`src/rtl/mem_responder.sv`:
```
// ---------------------------------------------------------------------------
// mem_responder
//
// Word-addressed memory model that answers a simple CPU request strobe.
// A request is accepted in IDLE. It then spends WAIT_CYCLES wait states in
// WAIT and completes with a one-cycle MemReady pulse in DONE.
//   - Reads load ReadData when DONE is entered, and ReadData holds that value
//     until the next completed read.
//   - Writes commit to storage on the edge that leaves DONE.
//   - Storage is never cleared by reset.
//
// Parameters
//   DEPTH_WORDS : number of 32-bit words (power of two, >= 4)
//   WAIT_CYCLES : wait states inserted before each response (0..15)
//
// Ports
//   clk       : clock, rising edge
//   reset     : asynchronous active-high reset
//   MemReq    : request strobe, sampled only in IDLE
//   MemWE     : 1 = write, 0 = read, sampled with MemReq
//   Adr       : byte address; the word index is Adr[log2(DEPTH_WORDS)+1:2]
//   WriteData : write data, sampled with MemReq
//   ReadData  : result of the last completed read
//   MemReady  : one-cycle completion pulse
//   MemErr    : misaligned-request flag, alongside MemReady
//               (present only when MEM_ALIGN_CHECK_EN is defined)
//
// Build option
//   MEM_ALIGN_CHECK_EN : when defined, a request with Adr[1:0] != 0 completes
//                        with normal timing and raises MemErr. Such a request
//                        neither writes storage nor updates ReadData. When the
//                        macro is undefined, Adr[1:0] is ignored and the MemErr
//                        port is absent.
// ---------------------------------------------------------------------------
module mem_responder #(
    parameter int DEPTH_WORDS = 64,
    parameter int WAIT_CYCLES = 2
) (
    input  logic        clk,
    input  logic        reset,
    input  logic        MemReq,
    input  logic        MemWE,
    input  logic [31:0] Adr,
    input  logic [31:0] WriteData,
    output logic [31:0] ReadData,
    output logic        MemReady
`ifdef MEM_ALIGN_CHECK_EN
    ,
    output logic        MemErr
`endif
);

    localparam int IDX_W = $clog2(DEPTH_WORDS);

    typedef enum logic [1:0] {IDLE, WAIT, DONE} state_t;

    state_t             state_q, state_d;
    logic [3:0]         cnt_q, cnt_d;
    logic               we_q, we_d;
    logic [IDX_W-1:0]   idx_q, idx_d;
    logic [31:0]        wdata_q, wdata_d;
    logic               misalign_q, misalign_d;
    logic [31:0]        rdata_q;
    logic [31:0]        mem_q [DEPTH_WORDS];

    logic               reqMisaligned;
    logic               loadRead;
    logic               commitWrite;
    logic               unusedAdrBits;

`ifdef MEM_ALIGN_CHECK_EN
    assign reqMisaligned = (Adr[1:0] != 2'b00);
`else
    assign reqMisaligned = 1'b0;
`endif

    // Address bits above the word index alias. The byte-offset bits are only
    // looked at when alignment checking is built in.
    assign unusedAdrBits = ^{Adr[31:IDX_W+2], Adr[1:0]};

    // Next-state logic. The request fields are captured in IDLE only.
    // The counter leaves WAIT on the edge where it reads 1, so a request
    // spends exactly WAIT_CYCLES cycles in WAIT.
    always_comb begin
        state_d    = state_q;
        cnt_d      = cnt_q;
        we_d       = we_q;
        idx_d      = idx_q;
        wdata_d    = wdata_q;
        misalign_d = misalign_q;
        case (state_q)
            IDLE: begin
                if (MemReq) begin
                    we_d       = MemWE;
                    idx_d      = Adr[IDX_W+1:2];
                    wdata_d    = WriteData;
                    misalign_d = reqMisaligned;
                    if (WAIT_CYCLES == 0) begin
                        state_d = DONE;
                    end else begin
                        state_d = WAIT;
                        cnt_d   = 4'(WAIT_CYCLES);
                    end
                end
            end
            WAIT: begin
                cnt_d = cnt_q - 4'd1;
                if (cnt_q == 4'd1) begin
                    state_d = DONE;
                end
            end
            DONE: begin
                state_d = IDLE;
            end
            default: begin
                state_d = IDLE;
            end
        endcase
    end

    // A read picks up its word on the edge that enters DONE. The index is
    // taken from idx_d so that the WAIT_CYCLES=0 path, which goes straight
    // from IDLE to DONE, reads the address being accepted.
    assign loadRead    = (state_d == DONE) && (state_q != DONE) && !we_d && !misalign_d;
    assign commitWrite = (state_q == DONE) && we_q && !misalign_q;

    // Control and result registers. Reset abandons any request in flight.
    always_ff @(posedge clk or posedge reset) begin
        if (reset) begin
            state_q    <= IDLE;
            cnt_q      <= 4'd0;
            we_q       <= 1'b0;
            idx_q      <= '0;
            wdata_q    <= '0;
            misalign_q <= 1'b0;
            rdata_q    <= '0;
        end else begin
            state_q    <= state_d;
            cnt_q      <= cnt_d;
            we_q       <= we_d;
            idx_q      <= idx_d;
            wdata_q    <= wdata_d;
            misalign_q <= misalign_d;
            if (loadRead) begin
                rdata_q <= mem_q[idx_d];
            end
        end
    end

    // Storage has no reset. Reset is still sampled here, so a write that is
    // in DONE when reset arrives does not commit.
    always_ff @(posedge clk) begin
        if (commitWrite && !reset) begin
            mem_q[idx_q] <= wdata_q;
        end
    end

    assign ReadData = rdata_q;
    assign MemReady = (state_q == DONE);
`ifdef MEM_ALIGN_CHECK_EN
    assign MemErr   = (state_q == DONE) && misalign_q;
`endif

endmodule

```
`config.mk`:
```
export PLATFORM = sky130hd
export DESIGN_NAME = mem_responder
export DESIGN_NICKNAME = d
export VERILOG_FILES = /design/src/rtl/mem_responder.sv
export SDC_FILE = /design/constraint.sdc
export NUM_CORES = 2
export LEC_CHECK = 0
export ABC_AREA = 1
export CELL_PAD_IN_SITES_DETAIL_PLACEMENT = 1
export CELL_PAD_IN_SITES_GLOBAL_PLACEMENT = 2
export CORE_ASPECT_RATIO = 0.8
export CORE_MARGIN = 10
export CORE_UTILIZATION = 25
export DETAILED_ROUTE_END_ITERATION = 10
export PLACE_DENSITY = 0.56
export SLEW_MARGIN = 20
export SYNTH_ARGS = -nofsm -noshare
export SYNTH_HDL_FRONTEND = slang
export SYNTH_SLANG_ARGS = --single-unit
export TNS_END_PERCENT = 30
```
`constraint.sdc`:
```
create_clock -name clk -period 3.2 [get_ports clk]
set_clock_uncertainty 0.2 [all_clocks]
set_input_delay 0.64 -clock clk [delete_from_list [all_inputs] [get_ports clk]]
set_output_delay 0.64 -clock clk [all_outputs]
set_load 0.05 [all_outputs]
```
==> flow_metrics.env <==
export IMPL_worstReg2RegStart="state_q[1]$_DFF_PP0_"
export IMPL_netlist_area_um2=85100
export IMPL_crit_path_end_kind="register"
export IMPL_hold_viol_final=0
export IMPL_worstMarginPinSlew_ps=1090
export IMPL_crit_chain="nor2_4, nand2_8, nand2_1, o21ai_4, buf_12, inv_8, buf_12, buf_12, buf_12, nand3_1, nand3_1, nand3_1, nand3_1, nand3_1, nand2_1"
export IMPL_ys_seq_elements=2126
export IMPL_clk_pin_slew_worst_paths_ps=60
export IMPL_rrSetupSlack_ps=110
export IMPL_arrival_ps=3700
export IMPL_tritoncts="done"
export IMPL_synth_seq_area_share_pct=74.6
export IMPL_critPathMaxFanout=22
export IMPL_finalWeightedCongestion=0.772
export IMPL_cts_htree_levels=4
export IMPL_worst_setup_path_start_kind="register"
export IMPL_syn_inst=6979
export IMPL_worstRegToRegCells=15
export IMPL_synth_xor_area_share_pct=0.0103
export IMPL_r2r_end="ReadData[0]$_DFFE_PP0P_"
export IMPL_io_buffers=74
export IMPL_post_route_period_util_pct=96.7
export IMPL_finalSetupViolations=0
export IMPL_cts_inserted_buffers=225
export IMPL_finalNetCount=7560
export IMPL_crit_path_max_incr_delay_ps=410
export IMPL_num_vias=58300
export IMPL_ios=101
export IMPL_crit_family="simple AND/OR/NAND/NOR gates"
export IMPL_drtPass1Iterations=5
export IMPL_rows=191
export IMPL_final_antenna_net_count=0
export IMPL_drive_gt1_share_pct=14.5
export IMPL_final_util_pct=31.2
export IMPL_worst_endpoint_required_ps=3800
export IMPL_status="finished clean"
export IMPL_cp_common_cell="nand3_1"
export IMPL_hold_slack_ps=98.8
export IMPL_path_buf_inv=5
export IMPL_routed_via_density=4.77
export IMPL_synth_top_family_by_area="simple AND/OR/NAND/NOR gates"
export IMPL_p_clk_share_pct=24.3
export IMPL_clkSinkCount=2126
export IMPL_ir_worst_vdd_uv=804
export IMPL_dieHeight_um=542
export IMPL_globalRouteTotalUtil_pct=16.2
export IMPL_synth_cell_types=25
export IMPL_intPower_uw=63900
export IMPL_max_freq_mhz=323
export IMPL_root_buffer="clkbuf_16"
export IMPL_p_seq_share_pct=34.7
export IMPL_wire_per_inst_um=24.8
export IMPL_die_w_um=672
export IMPL_grt_pass1_vias=60100
export IMPL_grt_pass1_wl_um=439000
export IMPL_min_to="wdata_q[27]$_DFFE_PP0P_"
export IMPL_drv_slew=0
export IMPL_hp_start="WriteData[27]"
export IMPL_yosys_area_share_simple_pct=22.5
export IMPL_p_leak_uw=0.0368
export IMPL_slowest_stage="dfrtp_1"
export IMPL_maxCapViolations=0
export IMPL_synth_area_per_cell_um2=12.2
export IMPL_ys_warn_count=0
export IMPL_yosys_area_share_adder_pct=0.0294
export IMPL_p_sw_share_pct=39.8
export IMPL_dp_hpwl_um=189000
export IMPL_whs_path_depth=3
export IMPL_start_util_pct=25.1
export IMPL_gr_total_overflow=0
export IMPL_final_common_cell="nand3_1"
export IMPL_syn_to_final_growth_pct=24.1
export IMPL_grt_setup_unrepaired="no"
export IMPL_final_cell_mix="nand3_1, edfxtp_1, nand2_1"
export IMPL_p_sw_uw=42300
export IMPL_drtIter0Drc=4748
export IMPL_die_area_um2=364000
export IMPL_hold_class="in -> reg"
export IMPL_min_period_ps=3090
export IMPL_max_slew_margin_rel_pct=27.4
export IMPL_power_frac_comb_pct=41.0
export IMPL_power_density_nw_per_um2=1010
export IMPL_wirelength_um=303000
export IMPL_grt_antenna_before_repair=12
export IMPL_synth_compound_area_share_pct=0.0647
export IMPL_total_power_uw=106000
export IMPL_synthesis_nets=7049
export IMPL_crit_type="reg -> reg"
export IMPL_fin_tns_setup_ps=0
export IMPL_core_um2=339000
export IMPL_drc=0
export IMPL_cts_buffer_depth=4
export IMPL_grt_start_max_net_pins=66
export IMPL_synthMuxAreaShare_pct=0.0118
export IMPL_clk_latency_ps=880
## cells by family after synthesis
| logic type | Yosys count |
|---|---|
| AND/OR/NAND/NOR | 4339 |
| flip-flops | 2126 |
| buffers and inverters | 501 |
| AO/OA/AOI/OAI | 9 |
| adder cells (fa/ha/maj) | 2 |
| XOR/XNOR | 1 |
| multiplexers | 1 |
## cells in the mapped netlist
| cell | number | area share (%) |
|---|---|---|
| buf_2 | 336 | 2.0 |
| a22oi_1 | 1 | 0.0088 |
| o21ai_2 | 2 | 0.021 |
| edfxtp_1 | 2048 | 72 |
| xnor2_1 | 1 | 0.010 |
| nor2_1 | 72 | 0.32 |
| nor2_4 | 1 | 0.013 |
| mux2i_1 | 1 | 0.012 |
| ha_1 | 2 | 0.029 |
| buf_1 | 23 | 0.10 |
| nor4_1 | 2 | 0.015 |
| nor4_2 | 1 | 0.015 |
| buf_4 | 7 | 0.062 |
| buf_6 | 3 | 0.040 |
| nand3_1 | 2255 | 13 |
| inv_2 | 2 | 0.0088 |
| nand2_2 | 5 | 0.037 |
| clkbuf_1 | 109 | 0.48 |
| o21ai_1 | 3 | 0.018 |
| nand2_4 | 1 | 0.013 |
| o21ai_0 | 3 | 0.018 |
| inv_1 | 21 | 0.093 |
| nand3_2 | 1 | 0.012 |
| nand2_1 | 2001 | 8.8 |
| dfrtp_1 | 78 | 2.3 |
## sequential cells by signal, summed over array words and instances, names as in the netlist
name	count
mem_q	2048
ReadData	32
wdata_q	32
idx_q	6
cnt_q	4
state_q	2
misalign_q	1
we_q	1
## power groups by stage
stage / logic (uW) / clock network (uW) / registers [uW]
global route: 47500 / 27600 / 37000
detailed placement: 43700 / 0 / 37500
finish: 43500 / 25800 / 36900
CTS: 43800 / 26500 / 36900
floorplan: 19500 / 0 / 37900
global placement: 43300 / 0 / 37400
## worst max path at each step
stage	slack [ps]	endpoint	start	cells after the start
after floorplan	-170	mem_q[11][0]$_DFFE_PP_	reset	5
after global placement	-670	ReadData[28]$_DFFE_PP0P_	MemReq	13
after detailed placement	-700	ReadData[28]$_DFFE_PP0P_	MemReq	15
after CTS	0.7	ReadData[6]	ReadData[6]$_DFFE_PP0P_	1
after global routing	4	ReadData[2]$_DFFE_PP0P_	state_q[1]$_DFF_PP0_	15
final	110	ReadData[0]$_DFFE_PP0P_	state_q[1]$_DFF_PP0_	15
## stage by stage
step | instances | setup WS (ps) | instance area [um^2]
2_1_floorplan | 6979 | -171 | 85100
3_3_place_gp | 11800 | -671 | 98300
3_5_place_dp | 11800 | -695 | 98300
4_1_cts | 12200 | 0.657 | 105000
5_1_grt | 12200 | 4.39 | 106000
6_report | 12200 | 107 | 106000
## worst reg2reg max path: stages, from the launching register on
cell and delay [ps]:
dfrtp_1 410, nor2_4 220, nand2_8 170, nand2_1 170
o21ai_4 90, buf_12 140, inv_8 110, buf_12 250
buf_12 290, buf_12 170, nand3_1 100, nand3_1 110
nand3_1 300, nand3_1 170, nand3_1 80, nand2_1 60
## per-layer routing
metal	wire length, um	global-route usage [%]	vias to the layer above
met2	136000	25.3	1268
met5	0	0	-
li1	-	-	26200
met3	14500	2.25	369
met4	6230	3.36	0
met1	147000	23.8	30400
## area by class of cell
class / count / area (um^2)
Multi-Input combinational cell: 4352 / 19900
Timing Repair Buffer: 762 / 9310
Clock buffer: 300 / 6150
Clock inverter: 109 / 901
Inverter: 23 / 105
Antenna cell: 8 / 20.0
Tap cell: 4535 / 5670
Sequential cell: 2126 / 63500
Fill cell: 36500 / 233000
## repair_timing
action / CTS / global route
gates resized for setup: 15 / 12
buffers inserted: 3 / 1
endpoints found under the hold margin: 20 / 0
endpoints found under the setup margin: 15 / 705
pin swaps: 1 / 2
cloned: 0 / 1
hold buffers: 1 / 0
Note: power is estimated with default switching activity, not from simulation.
